### src/rtl/imm_encoder.sv
// Packs a signed immediate into RISC-V I/S/B/U/J fields of a base word and queues the result
// with a sequential I-mem address. Define IMM_RANGE_CHECK_EN to enable immediate range checks.
module imm_encoder #(
  parameter int unsigned DEPTH     = 4,
  parameter logic [31:0] BASE_ADDR = 32'h0000_0000,
  parameter int unsigned ERR_W     = 8
) (
  input  logic                     clk,
  input  logic                     rst_n,
  input  logic                     in_valid,
  output logic                     in_ready,
  input  logic [2:0]               in_fmt,
  input  logic [31:0]              in_base,
  input  logic [31:0]              in_imm,
  output logic                     out_valid,
  input  logic                     out_ready,
  output logic [31:0]              out_inst,
  output logic [31:0]              out_addr,
  output logic                     out_err,
  output logic [ERR_W-1:0]         err_cnt,
  output logic [$clog2(DEPTH):0]   count
);

  localparam int unsigned PtrW = $clog2(DEPTH);
  localparam int unsigned CntW = PtrW + 1;
  localparam logic [CntW-1:0] Full = CntW'(DEPTH);

  logic [31:0]     inst_q [DEPTH];
  logic [31:0]     addr_q [DEPTH];
  logic            err_q  [DEPTH];
  logic [PtrW-1:0] wr_ptr_q, rd_ptr_q;
  logic [CntW-1:0] count_q;
  logic [31:0]     next_addr_q;

  logic        push, pop;
  logic [31:0] mask, packed_imm, enc, wr_inst;
  logic        wr_err;

  assign in_ready  = (count_q < Full);
  assign out_valid = (count_q != '0);
  assign push      = in_valid && in_ready;
  assign pop       = out_valid && out_ready;
  assign count     = count_q;

  assign out_inst = out_valid ? inst_q[rd_ptr_q] : '0;
  assign out_addr = out_valid ? addr_q[rd_ptr_q] : '0;
  assign out_err  = out_valid ? err_q[rd_ptr_q]  : 1'b0;

  always_comb begin
    mask       = '0;
    packed_imm = '0;
    case (in_fmt)
      3'd0: begin
        mask       = 32'hFFF0_0000;
        packed_imm = {in_imm[11:0], 20'b0};
      end
      3'd1: begin
        mask       = 32'hFE00_0F80;
        packed_imm = {in_imm[11:5], 13'b0, in_imm[4:0], 7'b0};
      end
      3'd2: begin
        mask       = 32'hFE00_0F80;
        packed_imm = {in_imm[12], in_imm[10:5], 13'b0, in_imm[4:1], in_imm[11], 7'b0};
      end
      3'd3: begin
        mask       = 32'hFFFF_F000;
        packed_imm = {in_imm[31:12], 12'b0};
      end
      3'd4: begin
        mask       = 32'hFFFF_F000;
        packed_imm = {in_imm[20], in_imm[10:1], in_imm[11], in_imm[19:12], 12'b0};
      end
      default: ;
    endcase
    enc = (in_base & ~mask) | packed_imm;
  end

`ifdef IMM_RANGE_CHECK_EN
  logic             bad;
  logic [ERR_W-1:0] err_cnt_q;

  // A signed value fits in N bits when all bits from N-1 upward are equal.
  always_comb begin
    bad = 1'b0;
    case (in_fmt)
      3'd0, 3'd1: bad = !((&in_imm[31:11]) || !(|in_imm[31:11]));
      3'd2:       bad = !((&in_imm[31:12]) || !(|in_imm[31:12])) || in_imm[0];
      3'd3:       bad = (in_imm[11:0] != 12'h000);
      3'd4:       bad = !((&in_imm[31:20]) || !(|in_imm[31:20])) || in_imm[0];
      default:    bad = 1'b1;
    endcase
  end

  assign wr_err  = bad;
  assign wr_inst = bad ? in_base : enc;
  assign err_cnt = err_cnt_q;

  always_ff @(posedge clk) begin
    if (!rst_n) begin
      err_cnt_q <= '0;
    end else if (push && bad && (err_cnt_q != '1)) begin
      err_cnt_q <= err_cnt_q + ERR_W'(1);
    end
  end
`else
  logic unused_imm;
  assign unused_imm = in_imm[0];
  assign wr_err     = 1'b0;
  assign wr_inst    = enc;
  assign err_cnt    = '0;
`endif

  always_ff @(posedge clk) begin
    if (!rst_n) begin
      wr_ptr_q    <= '0;
      rd_ptr_q    <= '0;
      count_q     <= '0;
      next_addr_q <= BASE_ADDR;
    end else begin
      if (push) begin
        inst_q[wr_ptr_q] <= wr_inst;
        addr_q[wr_ptr_q] <= next_addr_q;
        err_q[wr_ptr_q]  <= wr_err;
        wr_ptr_q         <= wr_ptr_q + PtrW'(1);
        next_addr_q      <= next_addr_q + 32'd4;
      end
      if (pop) begin
        rd_ptr_q <= rd_ptr_q + PtrW'(1);
      end
      if (push && !pop) begin
        count_q <= count_q + CntW'(1);
      end else if (pop && !push) begin
        count_q <= count_q - CntW'(1);
      end
    end
  end

endmodule

### config.mk
export PLATFORM = sky130hd
export DESIGN_NAME = imm_encoder
export DESIGN_NICKNAME = d
export VERILOG_FILES = /design/src/rtl/imm_encoder.sv
export SDC_FILE = /design/constraint.sdc
export NUM_CORES = 1
export LEC_CHECK = 0
export CELL_PAD_IN_SITES_DETAIL_PLACEMENT = 0
export CELL_PAD_IN_SITES_GLOBAL_PLACEMENT = 1
export CORE_MARGIN = 2
export CORE_UTILIZATION = 47
export CTS_CLUSTER_DIAMETER = 50
export DETAILED_ROUTE_END_ITERATION = 16
export GPL_TIMING_DRIVEN = 1
export PLACE_DENSITY_LB_ADDON = 0.12
export SLEW_MARGIN = 20
export SYNTH_ARGS = -nofsm -noshare
export SYNTH_HDL_FRONTEND = slang
export SYNTH_SLANG_ARGS = --single-unit
export TNS_END_PERCENT = 20
### constraint.sdc
create_clock -name clk -period 4 [get_ports clk]
set_input_delay 1 -clock clk [delete_from_list [all_inputs] [get_ports clk]]
set_output_delay 1 -clock clk [all_outputs]
set_load 0.01 [all_outputs]
==> summary.txt, run 1 <==
Power and ir drop
  • Total power: ~8.6 mW
  • Maximum VDD drop: approximately 0.6 mV
  • Power Dens Cells: a little under 600 nW/um^2
  • Static Leak: 4.783 nW

Clocking
  • Clk buf depth: 3
  • Post-cts sizing count: 0
  • Clock transition at path regs: around 60 ps
  • Clock Sinks: around 290
  • Clock Tree Root: clkbuf_16
  • Cts hold-fix bufs: 0
  • Number of buffers created by CTS: 29
  • Setup Fix Bufs, Post-CTS: 0
  • H-tree levels: 1
  • Clock latency on the worst-skew pair: approximately 530 ps
  • CTS tree: done

Synth
  • Yosys warns: 0
  • Synth async-reset ratio: 0
  • Post-synthesis sequential area ratio: 0.6898
  • Seq cells post-synth: 287
  • Post-synth EDFFs: ~250
  • Avg Synthesized Cell Area: 16.75 sq um
  • Mapped Area: ~12,000 sq um
  • Syn Inst Count: ~700
  • Distinct cell type count after synthesis: 49
  • Synth Flop Type: edfxtp_1

Placed design
  • Routability Congestion: approximately 0.74
  • Placed wire-length estimate: ~15,000 um
  • Placement Setup Slack: 811.2 ps
  • PortBufs: approximately 140
  • Placed Area: roughly 14,000 sq um

Drt
  • Average wire per cell in the routed design: roughly 20 um
  • DR iter-0 viols: 424
  • Vias per cell: 5.443
  • Final WL: roughly 24,000 um
  • Detailed Routing Iterations Pass 1: 4
  • DRC Markers: 0
  • Routed Antenna Nets: 0
  • Vias: approximately 6,600

Timing
  • Achievable frequency: between 200 and 300 MHz
  • Max_slew headroom: 0.4072
  • Number of max-slew violations in the final report: 0
  • Final Hold Viols: 0
  • Min cycle time layout: ~3700 ps
  • TNS Setup: 0 ps
  • Clock skew: between 6 and 7 ps
  • Final worst slack: about 340 ps
  • Final worst path period share: 0.9145
  • Worst slew pin tran: slightly below 900 ps
  • RSZ-0062 raised after global routing: false
  • Final setup fails: 0

GRT
  • Initial antenna violation count: 0
  • GR Layer Usage met2: 0.3201
  • Most used routing layer: met2
  • Number of global-route vias before repair: 6,842
  • Global-route met3 utilization: 0.02717
  • Routing usage on met1: 0.2394
  • First-pass GRT wire length: approximately 37,000 um
  • GRT overflow: 0
  • GR Util All Layers: 0.1816
  • Largest net degree at the start of global routing: 66

Final layout
  • Fillers: 1,913
  • Antenna diode instance count: 0
  • Most frequent cells in the layout: 248 x edfxtp_1, 137 x clkdlybuf4s50_1, 64 x and2_1
  • Synth-to-Final Area Change: 23.36%
  • Non-Filler Cell Area, Final: approximately 15,000 sq um
  • Most common cell after layout, fill and taps aside: edfxtp_1
  • Layout cells sized above 1: 0.1729
  • Final core utilization: 0.5877
  • Nets: roughly 940

Setup path
  • Crit-path leading delay family: buffers and inverters
  • Worst R2R Path Depth: 8
  • Critical path startpoint category: flip-flop
  • WS Path Type: reg -> out
  • Critical-path maximum fanout: 24
  • Worst path slowest cell: dfxtp_4
  • CP max stage delay: about 700 ps
  • R2R Setup Slk: between 1000 and 1500 ps
  • Crit path cell chain: buf_12 > mux4_2 > and2_1 > clkdlybuf4s50_1
  • Worst r2r dst: count[2]
  • Critical Path RT: roughly 3000 ps
  • CP Data Arrival Time: 2660 ps
  • Crit Reg-Reg Startpoint: count[2]
  • Nature of the critical path endpoint: output port
  • CP bufs+invs: 2

Die
  • Die area: 26,670 sq um
  • Row Count: 58
  • Chip width: around 160 um
  • Initial Util: 0.4764
  • Num ports: between 100 and 150
  • Core area: 25,040 sq um
  • DIE HEIGHT: roughly 160 um

Min path
  • Hold path start: rd_ptr_q[1]
  • Hold Crit Depth: 2
  • Hold Crit Class: reg -> reg

Flow run
  • Max-cap viol count: 0

Outcome
  • Status: complete, no violations
## tightest hold or removal path: stages (launching register included)
cell	delay (ps)
dfxtp_1	320
xor2_1	60
nor2_1	100
## synthesized netlist by cell type (3+ instances only)
master / count / area [sq um]
a211oi_1: 5 / 37.54
nand4_1: 9 / 56.30
mux2_2: 13 / 146.4
inv_1: 9 / 33.78
ha_1: 6 / 75.07
o31ai_1: 12 / 90.09
a21oi_1: 25 / 125.1
a22o_1: 6 / 52.55
nand3_1: 14 / 70.07
and4_1: 3 / 26.28
mux2i_1: 8 / 80.08
nor4_1: 4 / 25.02
xor2_1: 7 / 61.31
xnor2_1: 11 / 96.34
edfxtp_1: 248 / 7447
clkbuf_1: 23 / 86.33
and2_1: 64 / 400.4
nor3_1: 5 / 25.02
nor2_1: 29 / 108.9
mux4_2: 62 / 1396
dfxtp_1: 39 / 780.8
and3_1: 6 / 37.54
a22oi_1: 6 / 45.04
buf_4: 11 / 82.58
nand2b_1: 3 / 18.77
nand2_1: 15 / 56.30
buf_1: 8 / 30.03
or3_1: 6 / 37.54
o21ai_0: 6 / 30.03
or4_1: 13 / 97.59
nor2b_1: 6 / 37.54
buf_2: 9 / 45.04
## cell families (layout without fill, tap and decap cells)
| kind of cell | Yosys count | after routing | share of synthesized area |
|---|---|---|---|
| AOI/OAI and AO/OA | 68 | 68 | 0.03630 |
| adders and majority gates | 7 | 7 | 0.007972 |
| xor gates and xnor gates | 18 | 18 | 0.01322 |
| other | 1 | 11 | 0.0003144 |
| muxes | 83 | 83 | 0.1361 |
| and+or+nand+nor | 184 | 184 | 0.09042 |
| DFF | 287 | 287 | 0.6898 |
| buffers and inverters | 64 | 221 | 0.02591 |
## routing by layer
layer / vias to the layer above / share of wire / wire length, um
li1: 3056 / - / -
met3: 30 / 0.051 / 1239
met1: 3350 / 0.43 / 10300
met2: 144 / 0.51 / 12240
met5: - / 0 / 0
met4: 0 / 0.015 / 366
## final cells by class
| class | instances | area [sq um] | share of cell area |
|---|---|---|---|
| flip-flops and latches | 287 | 8233 | 0.5595 |
| multi-input cells | 371 | 3438 | 0.2337 |
| repair buffers | 158 | 1642 | 0.1116 |
| clock buffers | 40 | 829.5 | 0.05638 |
| well taps | 330 | 412.9 | 0.02806 |
| clock inverters | 13 | 121.4 | 0.008248 |
| inverters | 10 | 37.54 | 0.002551 |
## flip-flops by register name, indices dropped and copies added, names as in the netlist, named ones only
| name | cells |
|---|---|
| addr_q | 120 |
| count | 3 |
| wr_ptr_q | 2 |
| inst_q | 128 |
| rd_ptr_q | 2 |
| next_addr_q | 30 |
## metrics by stage
step                instances  hold WS [ps]
finish                   1209         529.2
global route             1209         569.6
CTS                      1209         538.9
global placement         1156         515.6
detailed placement       1156         520.9
floorplan                 722         469.4
## report_power, final
group          internal, mW  leakage (nW)  switching, mW
logic                  1.36          1.70          0.976
clock network          1.58         0.461           1.06
registers              3.45          2.62          0.149
total                  6.38          4.78           2.18
## worst max-delay path by stage
stage	to	slack (ps)	startpoint	depth (start not counted)
floorplan	addr_q[0][10]	510	in_valid	3
global placement	out_addr[20]	700	count[2]	3
detailed placement	inst_q[2][14]	810	in_fmt[2]	5
CTS	out_addr[2]	260	flip-flop	4
global route	out_addr[2]	170	flip-flop	4
finish	out_addr[2]	340	flip-flop	4
Power figures use the tool's default switching activity.
==> run 2, diff against run 1 <==
CAP_MARGIN = 20   (was not set)
CORE_ASPECT_RATIO = 0.75   (was not set)
==> run 2 against run 1 <==
  * Sequential share of layout area fell by 0.066 points
  * Critical path depth unchanged
  * Clock power increased by 5%
  * Critical path type unchanged
  * Largest cell class unchanged
==> summary.txt, run 2 (synthesized netlist as in run 1, its figures left out) <==
Placed design
  • Placed wire-length estimate: 14,180 um (-6.1%)
  • Routability Congestion: 0.7549 (+1.7%)
  • Placed Area: 13,710 sq um (-0.35%)
  • PortBufs: 137 (unchanged)
  • Inst Count DP: 1,160 (+0.35%)

Final layout
  • Layout cells sized above 1: 0.1731 (+0.0001970)
  • Antenna diode instance count: 0 (unchanged)
  • Synth-to-Final Area Change: 23.51%
  • Final non-filler cell total: 1,216 (+0.58%)
  • Largest register FFs: 128 (unchanged)
  • Most flops, register: inst_q
  • Register area: 8233 sq um (unchanged)
  • Most common cell after layout, fill and taps aside: edfxtp_1
  • Most frequent cells in the layout: 248 x edfxtp_1, 137 x clkdlybuf4s50_1, 64 x and2_1
  • Fillers: 1,911 (-0.10%)
  • Nets: 932 (-0.32%)
  • Non-Filler Cell Area, Final: 14,730 sq um (+0.12%)
  • Multi-input logic area: 3438 sq um (unchanged)
  • Largest registers: inst_q: 128 flops, addr_q: 120 flops, next_addr_q: 30 flops

Drt
  • Final WL: 23,540 um (-2.5%)
  • DR iter-0 viols: 560 (+32%)
  • Average wire per cell in the routed design: 19.36 um (-3.1%)
  • Vias per cell: 5.410 (-0.61%)
  • Routed Antenna Nets: 0 (unchanged)
  • DRC Markers: 0 (unchanged)
  • Detailed Routing Iterations Pass 1: 5 (+1)
  • Vias: 6,578 (-0.030%)

Setup path
  • R2R Setup Slk: 1380 ps (-20 ps)
  • CP Data Arrival Time: 2620 ps (-40 ps)
  • Critical-path maximum fanout: 15 (-38%)
  • Worst R2R Path Depth: 8 (unchanged)
  • Nature of the critical path endpoint: output port
  • Crit Reg-Reg Startpoint: count[2]
  • CP bufs+invs: 2 (unchanged)
  • Crit-path leading delay family: buffers and inverters
  • Worst r2r dst: count[2]
  • Critical Path RT: 3000 ps (about the same)
  • Critical path startpoint category: flip-flop
  • WS Path Type: reg -> out
  • Crit path cell chain: buf_4 > mux4_2 > and2_1 > clkdlybuf4s50_1
  • CP max stage delay: 570 ps (-130 ps)
  • Worst path slowest cell: dfxtp_4

Min path
  • Hold Crit Depth: 2 (unchanged)
  • Hold Crit Class: reg -> reg
  • Hold path start: rd_ptr_q[0]

Timing
  • Worst slew pin tran: 913.9 ps (+27.19 ps)
  • Number of max-slew violations in the final report: 0 (unchanged)
  • Final worst path period share: 0.9040 (-0.01054)
  • Max_slew headroom: 0.3867 (-0.02056)
  • Clock skew: 7.546 ps (+1.334 ps)
  • RSZ-0062 raised after global routing: false
  • Final setup fails: 0 (unchanged)
  • Achievable frequency: 276.6 MHz (+1.2%)
  • Final Hold Viols: 0 (unchanged)
  • TNS Setup: 0 ps (unchanged)
  • Min cycle time layout: 3616 ps (-42.17 ps)

Clocking
  • Cts hold-fix bufs: 0 (unchanged)
  • Post-cts sizing count: 0 (unchanged)
  • Clock transition at path regs: 60 ps (about the same)
  • Clock Tree Root: clkbuf_16
  • Number of buffers created by CTS: 30 (+3.4%)
  • Clock Sinks: 287 (unchanged)
  • H-tree levels: 1 (unchanged)
  • Setup Fix Bufs, Post-CTS: 0 (unchanged)
  • Clk buf depth: 3 (unchanged)
  • CTS tree: done
  • Clock latency on the worst-skew pair: 530 ps (about the same)

Flow run
  • Max-cap viol count: 0 (unchanged)

GRT
  • Initial antenna violation count: 0 (unchanged)
  • GRT overflow: 0 (unchanged)
  • Number of global-route vias before repair: 6,803 (-0.57%)
  • Largest net degree at the start of global routing: 66 (unchanged)
  • First-pass GRT wire length: 37,580 um (+0.70%)
  • GR Util All Layers: 0.1801 (-0.001524)

Power and ir drop
  • Maximum VDD drop: 0.3873 mV (-36%)
  • Total power: 8.665 mW (+1.2%)
  • Switching Share: 0.2559 (+0.001013)
  • Clock Power Share: 0.319 (+0.012)
  • Power share of the combinational group: 0.269 (-0.004)
  • Psw: 2.217 mW (+1.6%)
  • Static Leak: 4.774 nW (-0.19%)
  • Sequential share of power: 0.412 (-0.008)
  • Int Power: 6.448 mW (+1.0%)
  • Power Dens Cells: 588.2 nW/um^2 (+1.0%)

Die
  • DIE HEIGHT: 142.0 um (-13%)
  • Row Count: 50 (-14%)
  • Core area: 24,960 sq um (-0.30%)
  • Chip width: 188.0 um (+15%)
  • Die area: 26,680 sq um (about the same)
  • Initial Util: 0.4778 (+0.001433)
  • Num ports: 149 (unchanged)

Outcome
  • Status: complete, no violations
-- run 2: cell types whose count changed in the layout (fill, tap and decap cells not counted) --
cell	delta
buf_12	-2
buf_4	-2
bufinv_16	+1
clkbuf_1	-2
clkinv_1	+1
clkinv_2	-2
clkinv_4	+1
clkinvlp_2	-1
clkinvlp_4	+3
inv_6	+1
inv_8	+1
-- run 2: cell type report --
class                           instances  area share
Multi-Input combinational cell        371      0.2334
Tap cell                              338     0.02871
Inverter                               10    0.002548
Clock inverter                         18     0.01299
Clock buffer                           38     0.05580
Timing Repair Buffer                  154      0.1077
Sequential cell                       287      0.5589
-- run 2: worst max path at each step --
stage / endpoint / slack, ps / cells past startpoint
finish: out_inst[23] / 380 / 4
global placement: inst_q[2][19] / 790 / 6
floorplan: addr_q[0][10] / 510 / 3
detailed placement: inst_q[0][14] / 710 / 5
global route: out_addr[27] / 230 / 4
CTS: out_inst[8] / 180 / 3
-- run 2: worst reg2reg max path: cells and delay by family (launching register included) --
kind	cells	cell delay [ps]
AO/OA/AOI/OAI	1	160
XOR/XNOR	1	160
adder cells (fa/ha/maj)	2	590
buffers and inverters	1	80
flip-flops	1	370
AND/OR/NAND/NOR	3	1200
-- run 2: layer usage --
layer  vias up  share of wire  GRT usage
met1      3336           0.46     0.2492
met3        33          0.039    0.02737
li1       3061              -          -
met4         0          0.019    0.04227
met5         -              0          0
met2       148           0.48     0.3053
-- run 2: through the flow --
stage / hold slack [ps] / setup slack [ps] / utilization
4_1_cts: 543.3 / 182.2 / 0.5900
2_1_floorplan: 469.4 / 513.0 / -
5_1_grt: 557.4 / 226.6 / 0.5902
6_report: 534.5 / 384.2 / 0.5902
3_5_place_dp: 524.0 / 714.1 / 0.5494
3_3_place_gp: 508.4 / 785.1 / 0.5494
-- run 2: power by group through the flow --
stage | logic [mW] | clock network, mW | registers, mW
after floorplan | 1.34 | 0 | 3.57
after global routing | 2.53 | 2.96 | 3.60
after detailed placement | 2.38 | 0 | 3.64
after global placement | 2.35 | 0 | 3.62
final | 2.33 | 2.77 | 3.57
after CTS | 2.39 | 2.84 | 3.58
